<file path="config.mk">
export PLATFORM = sky130hd
export DESIGN_NAME = riscv_branch_predictor
export DESIGN_NICKNAME = d
export VERILOG_FILES = /design/src/rtl/riscv_branch_predictor.sv
export SDC_FILE = /design/constraint.sdc
export NUM_CORES = 2
export LEC_CHECK = 0
export CAP_MARGIN = 10
export CORE_MARGIN = 1.5
export CORE_UTILIZATION = 40
export DETAILED_ROUTE_END_ITERATION = 10
export GPL_TIMING_DRIVEN = 0
export PLACE_DENSITY = 0.54
export SLEW_MARGIN = 20
export SYNTH_ARGS = -nofsm -noshare
export SYNTH_HDL_FRONTEND = slang
export SYNTH_SLANG_ARGS = --single-unit
</file>
<file path="constraint.sdc">
create_clock -name clk -period 6.8 [get_ports clk]
set_input_delay 1.36 -clock clk [delete_from_list [all_inputs] [get_ports clk]]
set_output_delay 1.36 -clock clk [all_outputs]
set_load 0.05 [all_outputs]
</file>
<file path="src/rtl/riscv_branch_predictor.sv">
// Direct-mapped BTB with 2-bit saturating counters for fetch prediction.
// Execute-stage resolution updates the table and the branch/mispredict stats.
module riscv_branch_predictor #(
   parameter int XLEN    = 32,
   parameter int ENTRIES = 16,
   parameter int CNT_W   = 16
) (
   input  logic            clk,
   input  logic            reset,
   input  logic [XLEN-1:0] pc_f,
   output logic            predict_taken_f,
   output logic [XLEN-1:0] predict_target_f,
   input  logic            update_valid_e,
   input  logic [XLEN-1:0] update_pc_e,
   input  logic            update_taken_e,
   input  logic [XLEN-1:0] update_target_e,
   input  logic            pred_taken_e,
   input  logic [XLEN-1:0] pred_target_e,
   output logic            mispredict_e,
   output logic [CNT_W-1:0] branch_count,
   output logic [CNT_W-1:0] mispredict_count
);

   localparam int IDX_W = $clog2(ENTRIES);
   localparam int TAG_W = XLEN - IDX_W - 2;

   logic [ENTRIES-1:0] r_valid;
   logic [TAG_W-1:0]   r_tag    [ENTRIES];
   logic [XLEN-1:0]    r_target [ENTRIES];
   logic [1:0]         r_ctr    [ENTRIES];
   logic [CNT_W-1:0]   r_branch_cnt;
   logic [CNT_W-1:0]   r_mis_cnt;

   logic [IDX_W-1:0] w_f_idx;
   logic [TAG_W-1:0] w_f_tag;
   logic             w_f_hit;
   logic [IDX_W-1:0] w_u_idx;
   logic [TAG_W-1:0] w_u_tag;
   logic             w_u_hit;
   logic             w_unused;

   // Byte offset within a word never selects an entry.
   assign w_unused = &{1'b0, pc_f[1:0], update_pc_e[1:0]};

   assign w_f_idx = pc_f[IDX_W+1:2];
   assign w_f_tag = pc_f[XLEN-1:IDX_W+2];
   assign w_f_hit = r_valid[w_f_idx] && (r_tag[w_f_idx] == w_f_tag);

   assign predict_taken_f  = w_f_hit && r_ctr[w_f_idx][1];
   assign predict_target_f = predict_taken_f ? r_target[w_f_idx]
                                             : pc_f + XLEN'(4);

   assign w_u_idx = update_pc_e[IDX_W+1:2];
   assign w_u_tag = update_pc_e[XLEN-1:IDX_W+2];
   assign w_u_hit = r_valid[w_u_idx] && (r_tag[w_u_idx] == w_u_tag);

   assign mispredict_e = update_valid_e &&
      ((update_taken_e != pred_taken_e) ||
       (update_taken_e && (update_target_e != pred_target_e)));

   assign branch_count     = r_branch_cnt;
   assign mispredict_count = r_mis_cnt;

   always_ff @(posedge clk or negedge reset) begin
      if (!reset) begin
         r_valid <= '0;
         for (int i = 0; i < ENTRIES; i++) begin
            r_tag[i]    <= '0;
            r_target[i] <= '0;
            r_ctr[i]    <= 2'd1;
         end
      end else if (update_valid_e) begin
         if (w_u_hit) begin
            if (update_taken_e) begin
               r_target[w_u_idx] <= update_target_e;
               if (r_ctr[w_u_idx] != 2'd3)
                  r_ctr[w_u_idx] <= r_ctr[w_u_idx] + 2'd1;
            end else if (r_ctr[w_u_idx] != 2'd0) begin
               r_ctr[w_u_idx] <= r_ctr[w_u_idx] - 2'd1;
            end
         end else if (update_taken_e) begin
            // Miss on a taken branch replaces whatever lives at this index.
            r_valid[w_u_idx]  <= 1'b1;
            r_tag[w_u_idx]    <= w_u_tag;
            r_target[w_u_idx] <= update_target_e;
            r_ctr[w_u_idx]    <= 2'd2;
         end
      end
   end

   always_ff @(posedge clk or negedge reset) begin
      if (!reset) begin
         r_branch_cnt <= '0;
         r_mis_cnt    <= '0;
      end else begin
         if (update_valid_e && (r_branch_cnt != {CNT_W{1'b1}}))
            r_branch_cnt <= r_branch_cnt + CNT_W'(1);
         if (mispredict_e && (r_mis_cnt != {CNT_W{1'b1}}))
            r_mis_cnt <= r_mis_cnt + CNT_W'(1);
      end
   end

endmodule

</file>
---- Word-level counts from Yosys, hierarchy flattened ----
Index checks and enable logic that the tools add are counted.
cells by class
  add/sub/neg operators ................... 5
  eq/ne operators ......................... 8
  reductions and logical operators ........ 16
  mux-type cells .......................... 37
  bitwise operators ....................... 7
  order comparisons ....................... 6
operators by type and width
  operator                                                    number
  bitwise mux 512 bit                                         1
  bitwise mux 416 bit                                         1
  2-to-1 mux 32 bit                                           9
  binary-select mux 26 bit (select 4 bit)                     2
  2-to-1 mux 26 bit                                           5
  binary-select mux 32 bit (select 4 bit)                     1
  demux 32 bit (select 4 bit)                                 1
  demux 26 bit (select 4 bit)                                 1
  bitwise mux 32 bit                                          2
  equality test 26 bit                                        2
  adder 16 x 1 -> 16 bit, second input constant               2
  adder 32 x 3 -> 32 bit, second input constant               1
  != test 16 bit, second input constant                       2
  != test 32 bit                                              1
  OR 16 bit                                                   2
  AND 16 bit                                                  1
  binary-select mux 2 bit (select 4 bit)                      2
  inverter 16 bit                                             1
  greater-or-equal comparator 5 bit, second input constant    2
  less-than comparator 4 x 5 -> 1 bit, second input constant  2
  2-to-1 mux 2 bit                                            5
  inverter 4 -> 5 bit                                         2
  logical AND 1 bit                                           9
  binary-select mux 1 bit (select 4 bit)                      2
  16 further kinds                                            20
storage, ports and cells
  output and inout bits ................... 66
  bits in registers ....................... 1,008

---- Logic depth before layout (Yosys ltp) ----
  depth after elaboration ................. 9
  depth in mapped cells ................... 17

---- Worst setup path after synthesis ----
OpenSTA, ideal clock, no wires.
  path kind ............................... input port to output port
  from .................................... in pc_f[2]
  to ...................................... out predict_target_f[2]
  data arrival time ....................... 5,588 ps
  stages .................................. 12
  data required time ...................... 5,440 ps
  setup slack ............................. -148 ps
  buffers on the path ..................... 5
  path through ............................ clkbuf_1 -> buf_2 -> buf_1 -> mux4_2 -> mux4_2 -> xnor2_1 -> nand2_1 -> nor3_1 -> and3_1 -> clkbuf_1 -> clkbuf_1 -> o21ai_0
on the way
  longest elaborated chain between the ends .. 8
  elaborated cells on any way between the ends .. 17
RTL lines
  what                                                   line    text
  start: declaration                                     10      input logic [XLEN-1:0] pc_f,
  inverter 4 -> 5 bit (not written as such)              47, 49
  binary-select mux 26 bit (select 4 bit)                47      assign w_f_hit = r_valid[w_f_idx] && (r_tag[w_f_idx] == w_f_tag);
  2-to-1 mux 26 bit (not written as such) (2 in series)  47
  equality test 26 bit                                   47
  logical AND 1 bit                                      47
  logical AND 1 bit (*)                                  49      assign predict_taken_f = w_f_hit && r_ctr[w_f_idx][1];
  named net predict_taken_f                              11      output logic predict_taken_f,
  2-to-1 mux 32 bit (*)                                  50      assign predict_target_f = predict_taken_f ? r_target[w_f_idx]
  end: declaration                                       12      output logic [XLEN-1:0] predict_target_f,
The timed path passes the listed nets; every way through them passes the cells marked *. The select of a mux whose other input is x is not followed.

---- Worst setup path after layout ----
  from .................................... in pc_f[3]
  to ...................................... out predict_target_f[17]
on the way
  longest elaborated chain between the ends .. 8
  elaborated cells on any way between the ends .. 17
RTL lines
  what                                                   line
  inverter 4 -> 5 bit (not written as such)              47, 49, 50
  binary-select mux 26 bit (select 4 bit)                47
  2-to-1 mux 26 bit (not written as such) (2 in series)  47
  equality test 26 bit                                   47
  logical AND 1 bit                                      47
  logical AND 1 bit                                      49
  2-to-1 mux 32 bit (*)                                  50
Mark *: on every way between the ends. The rest lies on a longest branch, timed or not. The select of a mux whose other input is x is not followed.

==> run summary <==
Worst Setup End Kind -> output pin
Max Slew Vio Count -> 0
Main synth FF type -> dfrtp_1
Power Total -> 18.0 mW
drt first pass iters -> 5
fin nets -> 3759
routability cong. -> 0.912
area of the core -> 126000 um^2
Clk Latency, worst-skew pair -> 0.74 ns
Worst Path Required -> 5.44 ns
Final Hold Violating Endpoints -> 0
clock period minus worst slack -> 6.81 ns
TritonCTS clock tree -> built
row count -> 130
Reg2Reg Depth -> 12
vias in the first global route -> 33400
Clock Skews -> 0.0476 ns
#FFs+latches synth -> 1008
antenna violations before repair -> 12
largest net degree at the start of global routing -> 138
maximum level of the CTS H-tree -> 3
power density over the cells -> 303 nW/um^2
Tot GR Track Use -> 27.6%
CTS sink count -> 1008
Die Area -> 130000 um^2
Reg clk slew, reported paths -> 0.05 ns
status -> finished, violations left
worst vdd ir -> 248 uV
Worst Min Path Start -> branch_count[11]
Setup Viol. Count Final -> 3
cts hold-fix bufs -> 0
unique cell type count in the Yosys netlist -> 62
DIE WIDTH -> 360 um
post-DP HPWL -> 122 mm
placed cell areas -> 55200 um^2
commonest non-fill, non-tap cells in the layout -> 992 x dfrtp_1, 948 x mux2_2, 396 x mux4_2
clk buf depth -> 3
fillers -> 11100
Startpoint Class -> input pin
RSZ-0062 raised after global routing -> no
vias per cell -> 6.06
Synth Area per Inst -> 15.4 um^2
die height -> 360 um
f_max -> 147 MHz
Root Buffer -> clkbuf_16
period utilization -> 100%
Post-synth ARST share -> 100%
Initial DRC Count -> 3034
DRT antenna net count -> 0
register area share after synthesis -> 49.4%
DR vias -> 32500
critical path arrival -> 5.45 ns
DR WL/cell -> 33.2 um
max-cap violations -> 0
Mapped Nets -> 3463
commonest non-fill, non-tap cell in the layout -> dfrtp_1
failing checks -> negative setup slack
Post-synth EDFFs -> 0
reg-to-reg startpoint -> r_tag[83]
highest fanout seen on the critical path -> 10
leakage power -> 25.3 nW
final instance area -> 59500 um^2
worst rel slew slack -> 14.8%
Hold Path Sink -> branch_count[11]
Syn Std Cell Area -> 51100 um^2
worst setup margin -> -0.0108 ns
Setup CP Type -> input pin to output pin
ratio of cells with drive above 1 in the final layout -> 48.0%
Syn. warnings -> 0
first-pass GRT wire length -> 256 mm
post-layout util -> 47.2%
Starting Density -> 40.5%
total CTS buffers -> 114
Area growth, synth to finish -> 16.6%
IO Port Bufs -> 171
Hold Path Stages -> 1
Mapped Cells -> 3325
Slew @ Worst Pin -> 1.28 ns
worst reg2reg endpoint -> r_tag[310]
Overflow after GRT -> 0
Hold WC Path Type -> flip-flop to flip-flop
drt drc -> 0
flop-to-flop setup slack -> 1.91 ns
Top Ports -> 199
final WL -> 178 mm
==> metrics by stage <==
step / hold WS [ns] / worst slack (ns) / setup TNS, ns / cells
6_report: 0.486 / -0.0108 / -0.0120 / 5369
5_1_grt: 0.512 / 0.0145 / 0 / 5367
4_1_cts: 0.493 / -0.0280 / -0.0280 / 5365
3_5_place_dp: 0.487 / -3.53 / -509.58 / 5155
3_3_place_gp: 0.480 / -44.12 / - / 5146
2_1_floorplan: 0.451 / 0.00673 / 0 / 3325
==> cells in the mapped netlist, types with 43 or more instances <==
master,number,area [um^2]
mux4_2,396,8920
xor2_1,65,569
mux2_2,948,10700
dfrtp_1,992,24800
mux2i_1,45,450
xnor2_1,74,648
nand2_1,74,278
clkbuf_1,184,691
nand3_1,43,215
nor2_1,46,173
buf_1,43,161
o21ai_0,44,220
==> area by class of cell <==
| type | count | area (um^2) | area share (%) |
|---|---|---|---|
| flip-flops and latches | 1008 | 25200 | 42.4 |
| multi-input cells | 2008 | 24600 | 41.3 |
| clock buffers | 180 | 3440 | 5.78 |
| well taps | 1650 | 2060 | 3.47 |
| repair buffers | 181 | 1920 | 3.23 |
| diodes | 4 | 10.0 | 0.0168 |
| plain buffers | 292 | 1740 | 2.93 |
| inverters | 16 | 60.1 | 0.101 |
| clock inverters | 30 | 430 | 0.723 |
==> critical path: stages <==
cell and delay, ns:
dlygate4sd2_1 0.39, clkbuf_8 0.30, clkbuf_8 0.29, mux4_2 0.34
mux4_2 0.61, xnor2_4 0.27, nand4_1 0.16, nor4_2 0.33
and3_4 0.31, clkbuf_8 0.23, buf_6 0.20, nand2_1 0.06
o21ai_0 0.22, buf_4 0.31
==> sequential cells by signal (all words and copies together), names as in the netlist <==
register          flops
r_ctr                32
branch_count         16
r_tag               416
mispredict_count     16
r_valid              16
r_target            512
==> where the power goes <==
group,internal (mW),switching [mW],leakage [nW]
sequential,7.16,0.745,12.8
clock,3.76,2.63,1.90
combinational,2.07,1.64,10.6
==> kinds of logic after synthesis <==
logic type / share of synthesized area [%]
AOI/OAI and AO/OA: 1.57
xor gates and xnor gates: 2.38
adders and majority gates: 0.123
buffers and inverters: 2.84
DFF: 49.4
muxes: 40.2
and+or+nand+nor: 3.40
==> worst max path at each step <==
stage | start | end | slack (ns) | cells past startpoint
floorplan | pc_f[2] | predict_target_f[22] | 0.007 | 13
global placement | reset | r_target[270] | -44.12 | 1
detailed placement | pc_f[3] | predict_target_f[21] | -3.53 | 15
CTS | pc_f[2] | predict_target_f[17] | -0.03 | 15
global route | pc_f[3] | predict_target_f[17] | 0.01 | 14
finish | pc_f[3] | predict_target_f[17] | -0.01 | 14
==> layer usage <==
| layer | routed length (um) | track usage (%) |
|---|---|---|
| met1 | 79200 | 39.7 |
| met2 | 82100 | 42.7 |
| met3 | 12200 | 5.53 |
| met4 | 4890 | 7.35 |
| met5 | 36 | 0 |
==> repair_timing <==
action / 4_1_cts / 5_1_grt
buffers inserted: 1 / 0
endpoints found under the setup margin: 345 / 325
resized for setup: 338 / 11
pin swaps: 2 / 0
endpoints found under the hold margin: 0 / 0
Power figures use the tool's default switching activity.
